==> src/rtl/padbid_ctrl_pkg.sv <==
// -----------------------------------------------------------------------------
// padbid_ctrl_pkg
// Shared definitions for the PADBID direction controller:
//   - default parameter constants
//   - controller state enumeration
//   - phase counter width helper
// No ports (package).
// -----------------------------------------------------------------------------
package padbid_ctrl_pkg;

    localparam int DEF_WIDTH       = 5;
    localparam int DEF_TURN_CYCLES = 2;
    localparam int DEF_HOLD_CYCLES = 3;
    localparam int DEF_SYNC_STAGES = 2;

    typedef enum logic [1:0] {
        IDLE    = 2'd0,
        TURN_TX = 2'd1,
        DRIVE   = 2'd2,
        TURN_RX = 2'd3
    } state_e;

    // Width needed to hold (longest phase - 1); never narrower than 1 bit.
    function automatic int cnt_width(input int turn_rx_len, input int hold_len);
        int longest;
        longest = (turn_rx_len > hold_len) ? turn_rx_len : hold_len;
        return (longest <= 1) ? 1 : $clog2(longest);
    endfunction

endpackage

==> src/rtl/padbid_dir_ctrl_if.sv <==
// -----------------------------------------------------------------------------
// padbid_dir_ctrl_if
// Bundles the core-side transmit/receive handshake and the pad-side PADBID
// signals of the direction controller.
//   tx_valid/tx_ready/tx_data : core transmit request
//   rx_valid/rx_data          : synchronised receive change report
//   busy                      : controller not idle
//   pad_i/pad_oen/pad_c       : PADBID .I / .OEN (0=drive) / .C
//   lb_err/lb_err_clr         : sticky loopback error and its clear
// Modports: slave = controller side, master = core/pad environment side.
// -----------------------------------------------------------------------------
interface padbid_dir_ctrl_if
    import padbid_ctrl_pkg::*;
#(
    parameter int WIDTH = DEF_WIDTH
);
    logic             tx_valid;
    logic             tx_ready;
    logic [WIDTH-1:0] tx_data;
    logic             rx_valid;
    logic [WIDTH-1:0] rx_data;
    logic             busy;
    logic [WIDTH-1:0] pad_i;
    logic [WIDTH-1:0] pad_oen;
    logic [WIDTH-1:0] pad_c;
    logic             lb_err;
    logic             lb_err_clr;

    modport slave (
        input  tx_valid, tx_data, pad_c, lb_err_clr,
        output tx_ready, rx_valid, rx_data, busy, pad_i, pad_oen, lb_err
    );

    modport master (
        output tx_valid, tx_data, pad_c, lb_err_clr,
        input  tx_ready, rx_valid, rx_data, busy, pad_i, pad_oen, lb_err
    );

endinterface

==> src/rtl/padbid_sync.sv <==
// -----------------------------------------------------------------------------
// padbid_sync
// WIDTH-wide, SYNC_STAGES-deep flop synchroniser for the pad C inputs.
// Ports:
//   clk  in   rising-edge clock
//   rst  in   synchronous reset, active-high; clears every stage to 0
//   i_d  in   asynchronous pad values
//   o_q  out  synchronised values (last stage)
// -----------------------------------------------------------------------------
module padbid_sync
    import padbid_ctrl_pkg::*;
#(
    parameter int WIDTH       = DEF_WIDTH,
    parameter int SYNC_STAGES = DEF_SYNC_STAGES
) (
    input  logic             clk,
    input  logic             rst,
    input  logic [WIDTH-1:0] i_d,
    output logic [WIDTH-1:0] o_q
);

    logic [WIDTH-1:0] r_stage [SYNC_STAGES];

    always_ff @(posedge clk) begin
        if (rst) begin
            // NOTE: this array is a chain of discrete flops, not a RAM, so
            // clearing every entry on reset is intended and cheap.
            for (int i = 0; i < SYNC_STAGES; i++) begin
                r_stage[i] <= '0;
            end
        end else begin
            // NOTE: non-blocking assignments let every stage sample its
            // predecessor's old value, giving a true shift rather than a
            // single flop.
            r_stage[0] <= i_d;
            for (int i = 1; i < SYNC_STAGES; i++) begin
                r_stage[i] <= r_stage[i-1];
            end
        end
    end

    assign o_q = r_stage[SYNC_STAGES-1];

endmodule

==> src/rtl/padbid_dir_ctrl.sv <==
// -----------------------------------------------------------------------------
// padbid_dir_ctrl
// Core-side direction controller for a bank of WIDTH PADBID pads. Sequences
// IDLE -> TURN_TX -> DRIVE -> TURN_RX -> IDLE around each transmit, keeping
// OEN high for guard cycles on both sides of the drive window, and reports
// changes of the synchronised pad value while idle.
// Ports:
//   clk  in   rising-edge clock
//   rst  in   synchronous reset, active-high
//   bus  slave modport of padbid_dir_ctrl_if (tx/rx handshake, pad signals,
//        loopback error)
// Configuration macro: PADBID_LOOPBACK_CHK_EN
//   defined   - compares the echoed pad value with the transmitted data in
//               the last driven cycle and raises sticky lb_err on mismatch
//   undefined - lb_err is tied 0 and lb_err_clr is ignored
// -----------------------------------------------------------------------------
module padbid_dir_ctrl
    import padbid_ctrl_pkg::*;
#(
    parameter int WIDTH       = DEF_WIDTH,
    parameter int TURN_CYCLES = DEF_TURN_CYCLES,
    parameter int HOLD_CYCLES = DEF_HOLD_CYCLES,
    parameter int SYNC_STAGES = DEF_SYNC_STAGES
) (
    input  logic              clk,
    input  logic              rst,
    padbid_dir_ctrl_if.slave  bus
);

    localparam int TURN_RX_LEN = TURN_CYCLES + SYNC_STAGES;
    localparam int CW          = cnt_width(TURN_RX_LEN, HOLD_CYCLES);

    localparam logic [CW-1:0] TURN_TX_LOAD = CW'((TURN_CYCLES > 0) ? TURN_CYCLES - 1 : 0);
    localparam logic [CW-1:0] HOLD_LOAD    = CW'(HOLD_CYCLES - 1);
    localparam logic [CW-1:0] TURN_RX_LOAD = CW'(TURN_RX_LEN - 1);

    if (HOLD_CYCLES < 1 || SYNC_STAGES < 2 || TURN_CYCLES < 0) begin : g_bad_params
        $error("padbid_dir_ctrl: need HOLD_CYCLES>=1, SYNC_STAGES>=2, TURN_CYCLES>=0");
    end

    state_e           r_state;
    logic [CW-1:0]    r_cnt;
    logic [WIDTH-1:0] r_data;
    logic [WIDTH-1:0] r_baseline;
    logic             r_tx_ready;
    logic             r_busy;
    logic [WIDTH-1:0] r_pad_i;
    logic [WIDTH-1:0] r_pad_oen;
    logic             r_rx_valid;
    logic [WIDTH-1:0] r_rx_data;

    logic [WIDTH-1:0] w_sync;
    logic             w_accept;
    logic             w_phase_done;

    padbid_sync #(
        .WIDTH       (WIDTH),
        .SYNC_STAGES (SYNC_STAGES)
    ) u_sync (
        .clk (clk),
        .rst (rst),
        .i_d (bus.pad_c),
        .o_q (w_sync)
    );

    assign w_accept     = (r_state == IDLE) && bus.tx_valid && r_tx_ready;
    assign w_phase_done = (r_cnt == '0);

    // Phase sequencing: the counter is loaded with (phase length - 1) on
    // every state entry and counts down to zero, so it never wraps.
    always_ff @(posedge clk) begin
        if (rst) begin
            r_state <= IDLE;
            r_cnt   <= '0;
            r_data  <= '0;
        end else begin
            unique case (r_state)
                IDLE: begin
                    if (w_accept) begin
                        r_data <= bus.tx_data;
                        if (TURN_CYCLES == 0) begin
                            r_state <= DRIVE;
                            r_cnt   <= HOLD_LOAD;
                        end else begin
                            r_state <= TURN_TX;
                            r_cnt   <= TURN_TX_LOAD;
                        end
                    end
                end
                TURN_TX: begin
                    if (w_phase_done) begin
                        r_state <= DRIVE;
                        r_cnt   <= HOLD_LOAD;
                    end else begin
                        r_cnt <= r_cnt - 1'b1;
                    end
                end
                DRIVE: begin
                    if (w_phase_done) begin
                        r_state <= TURN_RX;
                        r_cnt   <= TURN_RX_LOAD;
                    end else begin
                        r_cnt <= r_cnt - 1'b1;
                    end
                end
                TURN_RX: begin
                    if (w_phase_done) begin
                        r_state <= IDLE;
                    end else begin
                        r_cnt <= r_cnt - 1'b1;
                    end
                end
                default: begin
                    r_state <= IDLE;
                end
            endcase
        end
    end

    // Registered outputs decoded from the current state, so the pads see
    // each phase one cycle after the state enters it. tx_ready drops on the
    // accepting edge itself so a held tx_valid is never taken twice.
    always_ff @(posedge clk) begin
        if (rst) begin
            r_tx_ready <= 1'b1;
            r_busy     <= 1'b0;
            r_pad_i    <= '0;
            r_pad_oen  <= '1;
        end else begin
            r_tx_ready <= (r_state == IDLE) && !w_accept;
            r_busy     <= (r_state != IDLE);
            r_pad_oen  <= {WIDTH{r_state != DRIVE}};
            r_pad_i    <= (r_state == TURN_TX || r_state == DRIVE) ? r_data : '0;
        end
    end

    // Receive change detection only while idle; the baseline is refreshed at
    // the end of TURN_RX so the echo of our own transmit is not reported.
    always_ff @(posedge clk) begin
        if (rst) begin
            r_rx_valid <= 1'b0;
            r_rx_data  <= '0;
            r_baseline <= '0;
        end else begin
            r_rx_valid <= 1'b0;
            if (r_state == IDLE && w_sync != r_baseline) begin
                r_rx_valid <= 1'b1;
                r_rx_data  <= w_sync;
                r_baseline <= w_sync;
            end else if (r_state == TURN_RX && w_phase_done) begin
                r_baseline <= w_sync;
            end
        end
    end

`ifdef PADBID_LOOPBACK_CHK_EN
    if (HOLD_CYCLES <= SYNC_STAGES) begin : g_bad_loopback
        $error("padbid_dir_ctrl: loopback check needs HOLD_CYCLES > SYNC_STAGES");
    end

    logic r_last_drive;
    logic r_lb_err;

    // r_last_drive marks the last cycle the pads are actually driven (one
    // cycle after the last DRIVE state cycle); by then the synchroniser
    // output already carries a value sampled inside the drive window.
    always_ff @(posedge clk) begin
        if (rst) begin
            r_last_drive <= 1'b0;
            r_lb_err     <= 1'b0;
        end else begin
            r_last_drive <= (r_state == DRIVE) && w_phase_done;
            if (bus.lb_err_clr) begin
                r_lb_err <= 1'b0;
            end else if (r_last_drive && (w_sync != r_data)) begin
                r_lb_err <= 1'b1;
            end
        end
    end

    assign bus.lb_err = r_lb_err;
`else
    logic w_unused_lb_err_clr;
    assign w_unused_lb_err_clr = bus.lb_err_clr;
    assign bus.lb_err          = 1'b0;
`endif

    assign bus.tx_ready = r_tx_ready;
    assign bus.busy     = r_busy;
    assign bus.pad_i    = r_pad_i;
    assign bus.pad_oen  = r_pad_oen;
    assign bus.rx_valid = r_rx_valid;
    assign bus.rx_data  = r_rx_data;

endmodule

==> src/flat_wrapper.sv <==
// flat-port wrapper written by rule: the top's interface ports become plain ports
module padbid_dir_ctrl_flat import padbid_ctrl_pkg::*;
#(
    parameter int WIDTH       = DEF_WIDTH,
    parameter int TURN_CYCLES = DEF_TURN_CYCLES,
    parameter int HOLD_CYCLES = DEF_HOLD_CYCLES,
    parameter int SYNC_STAGES = DEF_SYNC_STAGES
)
  (clk, rst, bus_tx_valid, bus_tx_data, bus_pad_c, bus_lb_err_clr, bus_tx_ready, bus_rx_valid, bus_rx_data, bus_busy, bus_pad_i, bus_pad_oen, bus_lb_err);
  padbid_dir_ctrl_if #(.WIDTH(WIDTH)) bus_i ();
  input  logic clk;
  input  logic rst;
  input wire logic [$bits(bus_i.tx_valid)-1:0] bus_tx_valid;
  input wire logic [$bits(bus_i.tx_data)-1:0] bus_tx_data;
  input wire logic [$bits(bus_i.pad_c)-1:0] bus_pad_c;
  input wire logic [$bits(bus_i.lb_err_clr)-1:0] bus_lb_err_clr;
  output wire logic [$bits(bus_i.tx_ready)-1:0] bus_tx_ready;
  output wire logic [$bits(bus_i.rx_valid)-1:0] bus_rx_valid;
  output wire logic [$bits(bus_i.rx_data)-1:0] bus_rx_data;
  output wire logic [$bits(bus_i.busy)-1:0] bus_busy;
  output wire logic [$bits(bus_i.pad_i)-1:0] bus_pad_i;
  output wire logic [$bits(bus_i.pad_oen)-1:0] bus_pad_oen;
  output wire logic [$bits(bus_i.lb_err)-1:0] bus_lb_err;
  assign bus_i.tx_valid = bus_tx_valid;
  assign bus_i.tx_data = bus_tx_data;
  assign bus_i.pad_c = bus_pad_c;
  assign bus_i.lb_err_clr = bus_lb_err_clr;
  assign bus_tx_ready = bus_i.tx_ready;
  assign bus_rx_valid = bus_i.rx_valid;
  assign bus_rx_data = bus_i.rx_data;
  assign bus_busy = bus_i.busy;
  assign bus_pad_i = bus_i.pad_i;
  assign bus_pad_oen = bus_i.pad_oen;
  assign bus_lb_err = bus_i.lb_err;
  padbid_dir_ctrl #(.WIDTH(WIDTH), .TURN_CYCLES(TURN_CYCLES), .HOLD_CYCLES(HOLD_CYCLES), .SYNC_STAGES(SYNC_STAGES)) u_core (.clk(clk), .rst(rst), .bus(bus_i));
endmodule
==> config.mk <==
export PLATFORM = sky130hd
export DESIGN_NAME = padbid_dir_ctrl_flat
export DESIGN_NICKNAME = d
export VERILOG_FILES = /design/src/rtl/padbid_ctrl_pkg.sv /design/src/rtl/padbid_dir_ctrl_if.sv /design/src/rtl/padbid_sync.sv /design/src/rtl/padbid_dir_ctrl.sv /design/src/flat_wrapper.sv
export SDC_FILE = /design/constraint.sdc
export NUM_CORES = 1
export LEC_CHECK = 0
export CAP_MARGIN = 25
export CELL_PAD_IN_SITES_DETAIL_PLACEMENT = 0
export CELL_PAD_IN_SITES_GLOBAL_PLACEMENT = 2
export CORE_MARGIN = 5
export CORE_UTILIZATION = 34
export CTS_CLUSTER_SIZE = 28
export DETAILED_ROUTE_END_ITERATION = 12
export PLACE_DENSITY = 0.84
export SLEW_MARGIN = 15
export SYNTH_ARGS = -nofsm -noshare
export SYNTH_HDL_FRONTEND = slang
export SYNTH_SLANG_ARGS = --single-unit
==> constraint.sdc <==
create_clock -name clk -period 3.2 [get_ports clk]
set_input_delay 0.48 -clock clk [delete_from_list [all_inputs] [get_ports clk]]
set_output_delay 0.48 -clock clk [all_outputs]
set_load 0.05 [all_outputs]
; ---- Yosys cells after proc, flatten, opt, wreduce, memory -nomap -nowiden
; Memories as Yosys holds them, arrays and structs flattened.
; Cells that the tools add are included.
[totals]
ram_bits = 10
out_inout_bits = 19
ff_bits = 28
romBits = 0
n_memories = 1
latch_bits = 0
word_cells = 57
[memory_table]
columns = name, depth, word_bits, rd, rd_clocked_by_memory_dff, wr, line
row1 = u_core.u_sync.r_stage, 2, 5, 2, 0, 2, padbid_sync.sv:22  ; logic [WIDTH-1:0] r_stage [SYNC_STAGES];
[classes]
mul = 0
n_bitwise = 3
n_eq_ne = 10
n_addsub = 1
shift = 0
magnitude_cmp = 0
mux = 17
div = 0
reduce_logical = 15
[op_table]
columns = op, n
row1 = 5-bit 2-to-1 mux, 4
row2 = 2-bit case mux with 4 select lines, 2
row3 = 2-bit 2-to-1 mux, 7
row4 = 2-bit by 1-bit inequality test with 1-bit output (second input constant), 4
row5 = 1-bit logical AND, 5
row6 = 5-bit inequality test, 1
row7 = 2-bit equality test (second input constant), 2
row8 = 2-bit zero test, 2
row9 = 1-bit 2-to-1 mux, 4
row10 = 2-bit inequality test (second input constant), 2
row11 = 2-bit AND reduction, 2
row12 = 4-bit AND reduction, 1
row13 = 2-bit nonzero test, 2
row14 = 2-bit by 1-bit equality test with 1-bit output (second input constant), 1
row15 = 1-bit bitwise OR, 2
row16 = 2-bit OR reduction, 1
row17 = 2-bit by 1-bit subtractor with 2-bit output (second input constant), 1
row18 = 1-bit zero test, 1
row19 = 1-bit logical OR, 1
row20 = 1-bit NOT, 1

; ---- Depth between registers and ports, before layout
; Gate-level depths: netlist of run 1.
[logic_depth]
word_depth = 5
mapped_depth = 7

; ---- Modules after synthesis
; A second synthesis of run 1 with hierarchy kept.
[hier_totals]
cells_unflattened = 143
area_unflattened_um2 = 1595.3
[by_module_without_submodules]
columns = module, cells_each, n_inst, area_per_inst_um2, seq_area_each_um2
row1 = padbid_dir_ctrl, 118, 1, 1295.0, 560.5
row2 = padbid_sync, 25, 1, 300.3, 200.2

; ---- Worst setup path before layout of run 1
; No wires, ideal clock.
[synth_timing]
path_type = reg2reg
start = reg u_core.r_state[0]
end = reg u_core.r_state[1]
stages_incl_launch_ff = 8
t_arrival_ns = 1.319
path_buffers = 1
synth_period_minus_slack_ns = 1.446
path_slack_ns = 1.754
required_ns = 3.072
cell_sequence = dfxtp_1 inv_1 ha_1 buf_2 a21bo_2 o21ai_0 mux2i_1 nor2_1
[synth_via]
elab_chain_len = 5
word_cells_on_any_way = 12
cone_classes = eq/ne (7) / mux (1) / reduce/logical (4)
[synth_rtl]
columns = item, line
row1 = from (decl), padbid_dir_ctrl.sv:41  ; state_e r_state;
row2 = from (signal assigned), padbid_dir_ctrl.sv:73  ; r_state <= IDLE;
row3 = from (signal assigned), padbid_dir_ctrl.sv:82  ; r_state <= DRIVE;
row4 = from (signal assigned), padbid_dir_ctrl.sv:85  ; r_state <= TURN_TX;
row5 = 2-bit zero test, "padbid_dir_ctrl.sv:66, padbid_dir_ctrl.sv:77"
row6 = 1-bit logical AND (2 in a row), padbid_dir_ctrl.sv:66  ; assign w_accept = (r_state == IDLE) && bus.tx_valid && r_tx_ready;
row7 = 2-bit by 1-bit inequality test with 1-bit output (no line), --
row8 = 4-bit AND reduction (no line), --
; Parallel ways exist; a longest one is shown, timed or not.
; A chain may end at the register's enable or synchronous reset.

; ---- Final worst setup path of run 1
[layout_timing]
start = reg, netlist name u_core.bus.pad_oen[0]
end = out bus_pad_oen[4]
[layout_lines]
columns = item, line
row1 = to (decl), flat_wrapper.sv:22  ; output wire logic [$bits(bus_i.pad_oen)-1:0] bus_pad_oen;
; No word-level cell between the ends.

==> results of run 1 <==
==> cell families (layout without fill, tap and decap cells) <==
logic type / after synthesis / in the layout
simple gates: 50 / 50
other cells: 1 / 1
flops: 38 / 38
compound gates: 12 / 12
buf+inv: 14 / 42
xor+xnor: 5 / 5
mux: 16 / 16
fa+ha+maj: 7 / 7
==> placed cells by master (no fill, tap or decap), drive strengths merged, types with 4 or more instances in the layout <==
| cell | netlist | layout |
|---|---|---|
| nor2 | 10 | 10 |
| dfxtp | 38 | 38 |
| clkdlybuf4s50 | 0 | 30 |
| and2 | 5 | 5 |
| or2b | 4 | 4 |
| clkbuf | 4 | 7 |
| nor2b | 11 | 11 |
| mux2i | 16 | 16 |
| inv | 4 | 4 |
| nand2b | 13 | 13 |
| ha | 7 | 7 |
==> power by group <==
group | total (uW) | switching [uW] | leakage, uW | internal, uW
registers | 580 | 38.3 | 0.000311 | 542
logic | 616 | 367 | 0.000439 | 250
clock network | 295 | 145 | 0.0000383 | 150
==> state kept, by name, summed over array words and instances, names as in the netlist <==
register,count
u_core.bus.pad_i,5
u_core.bus.busy,1
u_core.bus.rx_valid,1
u_core.bus.rx_data,5
u_core.r_cnt,2
u_core.bus.pad_oen,1
u_core.bus.tx_ready,1
u_core.r_baseline,5
u_core.r_data,5
u_core.r_state,2
u_core.u_sync.r_stage,10
==> through the flow <==
stage,util [%],setup slack (ns),cell area [sq um],total power (uW)
2_1_floorplan,-,1.75,1570,1060
5_1_grt,44.5,1.14,1970,1580
3_5_place_dp,42.8,1.05,1890,1210
4_1_cts,44.5,1.19,1970,1510
6_report,44.5,1.21,1970,1490
3_3_place_gp,42.8,1.10,1890,1200
==> path summary, 6_finish.rpt <==
| kind | from | endpoint | slack (ns) | depth (start not counted) |
|---|---|---|---|---|
| worst max-delay path | u_core.bus.pad_oen[0]$_SDFF_PP1_ | bus_pad_oen[4] | 1.21 | 1 |
| worst min-delay path | u_core.u_sync.r_stage[0][1]$_SDFF_PP0_ | u_core.u_sync.r_stage[0][6]$_SDFF_PP0_ | 0.44 | 1 |
| worst max register to register | u_core.r_state[0]$_SDFFE_PP0P_ | u_core.r_state[1]$_SDFFE_PP0P_ | 1.53 | 6 |
| worst min register to register | u_core.u_sync.r_stage[0][1]$_SDFF_PP0_ | u_core.u_sync.r_stage[0][6]$_SDFF_PP0_ | 0.44 | 1 |
==> layer usage <==
layer / up-vias / global-route usage (%)
li1: 516 / -
met2: 33 / 15.1
met5: - / 0
met1: 453 / 11.0
met3: 5 / 4.46
met4: 0 / 5.07
==> layout make-up <==
| class | instances | area (sq um) | share of cell area [%] |
|---|---|---|---|
| inverters | 4 | 15.0 | 0.764 |
| well taps | 52 | 65.1 | 3.31 |
| flip-flops and latches | 38 | 761 | 38.7 |
| multi-input cells | 91 | 741 | 37.7 |
| clock buffers | 7 | 76.3 | 3.88 |
| repair buffers | 31 | 308 | 15.7 |
==> results_dict.tcl, run 1 <==
set metrics [dict create \
    post-cts-setup-buffers 0 \
    ant_nets 0 \
    wl_per_cell_microns 12.0 \
    whs_ns 0.435 \
    path_class "reg2out" \
    dp_hpwl_mm 1.99 \
    dr_wl_met3_microns 211 \
    yosys.area_share.simple_pct 18.1 \
    worst-path-buf-inv 1 \
    wl_met2_mm 1.15 \
    die_area_sq_um 6090 \
    finalWeightedCongestion 0.755 \
    final_cells 223 \
    first_pass_iters 4 \
    startpoint_type "register" \
    drc_errors 0 \
    grt_util_all_layers_pct 9.67 \
    clockBufferDepth 2 \
    async_reset_ff_share_pct 0 \
    static-leakage-power_uw 0.000788 \
    min_period_ns 1.99 \
    netlist_instances 143 \
    synth_mux_area_share_pct 10.2 \
    crit_fanout 5 \
    synth_common_cells "38 x dfxtp_1, 16 x mux2i_1, 13 x nand2b_1" \
    setup_viol 0 \
    cts_resized 0 \
    synth_cell_types 29 \
    die_x_microns 78.0 \
    hold_class "reg2reg" \
    tritoncts "built" \
    cts-root-buf "clkbuf_8" \
    synth_top_family_by_area "simple AND/OR/NAND/NOR gates" \
    path_cells "clkdlybuf4s50_1" \
    finalWirelength_mm 2.67 \
    path_delay_family "buffers and inverters" \
    yosys-top-cells-area "dfxtp_1 48%, mux2i_1 10%, ha_1 5.6%" \
    syn_nets 164 \
    start_util_pct 35.7 \
    post_route_cells_drive_above_1_share_pct 9.36 \
    cts_hold_buf 0 \
    timing.slew.headroom_pct 56.2 \
    synth_xor_area_share_pct 5.17 \
    first_global_vias 1079 \
    dpl.cell_count 216 \
    port_buffers 30 \
    fin_setup_tns_ns 0 \
    clkTransAtPathRegs_ns 0.06 \
    antenna_cells 0 \
    core_sq_um 4410 \
    grt_pass1_wl_mm 4.69 \
    synth_edf_count 0 \
    synthAdderAreaFrac_pct 5.56 \
    die_y_microns 78.0 \
    gr-total-overflow 0 \
    peakVddDrop_mv 0.243 \
    yosys_warnings 0 \
    power.density_nw_per_um2 759 \
    drt_iter0_markers 17 \
    status "finished clean" \
    final_nets 192 \
    rows 24 \
    synth_area_leader_cell "dfxtp_1" \
    via_per_inst 4.52 \
    hold_viol 0 \
    cts_sinks 38 \
    synth_area_per_cell_sq_um 11.0 \
    finClkSkew_ns 0.00354 \
    syn_area_sq_um 1570 \
    synthFlopType "dfxtp_1" \
    synth_compound_area_share_pct 7.79 \
    slowest_delay_ns 0.84 \
    cp-end-kind "output pin" \
    highest_layer "met4" \
    nFillCells 402 \
    fin_crit_sh_pct 62.3 \
    yosysTopAreaCellShare_pct 48.3 \
    slew_viol_final 0 \
    rsz0062_at_grt "no" \
    fmax_mhz 502 \
    crit_required_ns 2.72 \
    synth_most_common_cell "dfxtp_1" \
    ys_seq_area_share_pct 48.3 \
    ys_ff_latch 38 \
    cp.arrival_ns 1.51 \
    vias 1007 \
    wl_met1_mm 1.25 \
    worstSkewPairLatency_ns 0.28 \
    area_growth_pct 24.9 \
    cap_viol_max_count 0 \
    h-tree-depth 2 \
    io_pins 33 \
    antenna_found_initial 0 \
    cts_buffers 5 \
    tightest_slew_ns 0.655 \
    grt_max_degree 22 \
    slowest_stage "clkdlybuf4s50_1" \
]
Note: power is estimated with default switching activity, not from simulation.
==> run 2, diff against run 1 <==
CORE_UTILIZATION = 28   (was 34)
PLACE_DENSITY = 0.75   (was 0.84)
clock period = 1.8 ns   (was 3.2 ns; I/O delays follow)
==> run 2 against run 1 <==
Clock-buffer cell count fell by 2; largest power group unchanged; sequential cell count unchanged; first-iteration DRC count rose to 3.6 times the previous value; die area up 19%; clock power rose by 81%.
==> results_dict.tcl, run 2 (synthesis results as in run 1) <==
set metrics [dict create \
    internal-power_uw 1670 \
    regMostFlops "u_core.u_sync.r_stage" \
    cts_buffers 5 \
    antenna_cells 0 \
    first_global_vias 1052 \
    ant_nets 0 \
    utilization_pct 36.3 \
    largest_reg_flops 10 \
    start_util_pct 28.8 \
    timing.slew.headroom_pct 66.6 \
    slew_viol_final 0 \
    path_class "reg2out" \
    grt_max_degree 40 \
    whs_ns 0.435 \
    drc_errors 0 \
    core_sq_um 5470 \
    cts_sinks 38 \
    slowest_stage "clkdlybuf4s50_1" \
    drt_iter0_markers 62 \
    post-cts-setup-buffers 0 \
    final_cell_mix "38 x dfxtp_1, 20 x clkdlybuf4s50_1, 16 x mux2i_1, 13 x nand2b_1" \
    min_period_ns 1.73 \
    cts_hold_buf 0 \
    power_frac_comb_pct 41.2 \
    dp_hpwl_mm 2.05 \
    io_pins 33 \
    final_common_cell "dfxtp_1" \
    wl_per_cell_microns 11.5 \
    hold_viol 0 \
    fin_crit_sh_pct 96.4 \
    path_cells "clkdlybuf4s50_1" \
    cp-end-kind "output pin" \
    via_per_inst 4.18 \
    cts_resized 0 \
    power_frac_seq_pct 38.9 \
    cts-root-buf "clkbuf_8" \
    first_pass_iters 2 \
    rows 27 \
    clkTransAtPathRegs_ns 0.07 \
    die_x_microns 85.0 \
    power.density_nw_per_um2 1340 \
    die_area_sq_um 7220 \
    hold_class "reg2reg" \
    p_switching_uw 1000 \
    gr-total-overflow 0 \
    path_delay_family "buffers and inverters" \
    cap_viol_max_count 0 \
    final_nets 193 \
    clockBufferDepth 2 \
    static-leakage-power_uw 0.000812 \
    finalWeightedCongestion 0.693 \
    worstSkewPairLatency_ns 0.28 \
    h-tree-depth 2 \
    pwr-share-clk_pct 20.0 \
    p_sw_share_pct 37.4 \
    antenna_found_initial 0 \
    finClkSkew_ns 0.00735 \
    die_y_microns 85.0 \
    tritoncts "built" \
    grt_pass1_wl_mm 4.77 \
    grt_util_all_layers_pct 8.32 \
    timing.final.ws_setup_ns 0.0654 \
    vias 1019 \
    fin_setup_tns_ns 0 \
    peakVddDrop_mv 0.613 \
    status "finished clean" \
    worst-path-buf-inv 1 \
    tightest_slew_ns 0.499 \
    startpoint_type "register" \
    port_buffers 30 \
    nFillCells 553 \
    post_route_cells_drive_above_1_share_pct 16.9 \
    fmax_mhz 576 \
    place_ws_ns 0.214 \
    cp.arrival_ns 1.46 \
    setup_viol 0 \
    finalWirelength_mm 2.80 \
    crit_required_ns 1.53 \
    area_growth_pct 26.3 \
    power_uw 2670 \
    rsz0062_at_grt "no" \
    crit_fanout 3 \
    slowest_delay_ns 0.81 \
]
==> run 2: cell type report <==
class	count	area (sq um)	share of cell area (%)
clock buffer	5	68.8	3.46
clock inverter	2	10.0	0.503
inverter	4	15.0	0.755
multi-input combinational	91	741	37.3
sequential	38	761	38.3
tap	72	90.1	4.53
timing repair buffer	32	303	15.2
==> run 2: per-layer routing <==
metal	vias up	track usage, %	wire length (microns)
met5	-	0	0
met4	0	3.45	44
met3	8	3.30	188
met2	28	14.3	1380
met1	467	9.04	1180
li1	516	-	-
==> run 2: power by group through the flow <==
stage / Combinational [uW] / Clock (uW) / Sequential, uW
floorplan: 697 / 0 / 1200
detailed placement: 1120 / 0 / 1060
CTS: 1120 / 561 / 1040
global placement: 1090 / 0 / 1050
global route: 1200 / 597 / 1050
finish: 1100 / 534 / 1040
==> run 2: path summary, 6_finish.rpt <==
check / start / to / slack [ns] / cells after the start
worst max-delay path: u_core.bus.tx_ready$_SDFF_PP1_ / bus_tx_ready / 0.07 / 1
worst min-delay path: u_core.u_sync.r_stage[0][1]$_SDFF_PP0_ / u_core.u_sync.r_stage[0][6]$_SDFF_PP0_ / 0.44 / 1
worst max register to register: u_core.r_state[0]$_SDFFE_PP0P_ / u_core.r_baseline[1]$_SDFFE_PP0P_ / 0.22 / 6
worst min register to register: u_core.u_sync.r_stage[0][1]$_SDFF_PP0_ / u_core.u_sync.r_stage[0][6]$_SDFF_PP0_ / 0.44 / 1
==> run 2: per-stage QoR <==
step           instance area [sq um]  cells
6_report                        1990    244
5_1_grt                         1990    244
4_1_cts                         1990    244
3_5_place_dp                    1910    237
3_3_place_gp                    1910    237
2_1_floorplan                   1570    143
==> run 3, diff against run 2 <==
SKIP_LAST_GASP = 1   (was default)
TNS_END_PERCENT = 5   (was default)
==> results of run 3 <==
No change in the layout: final DEF, timing and power equal those of run 2.
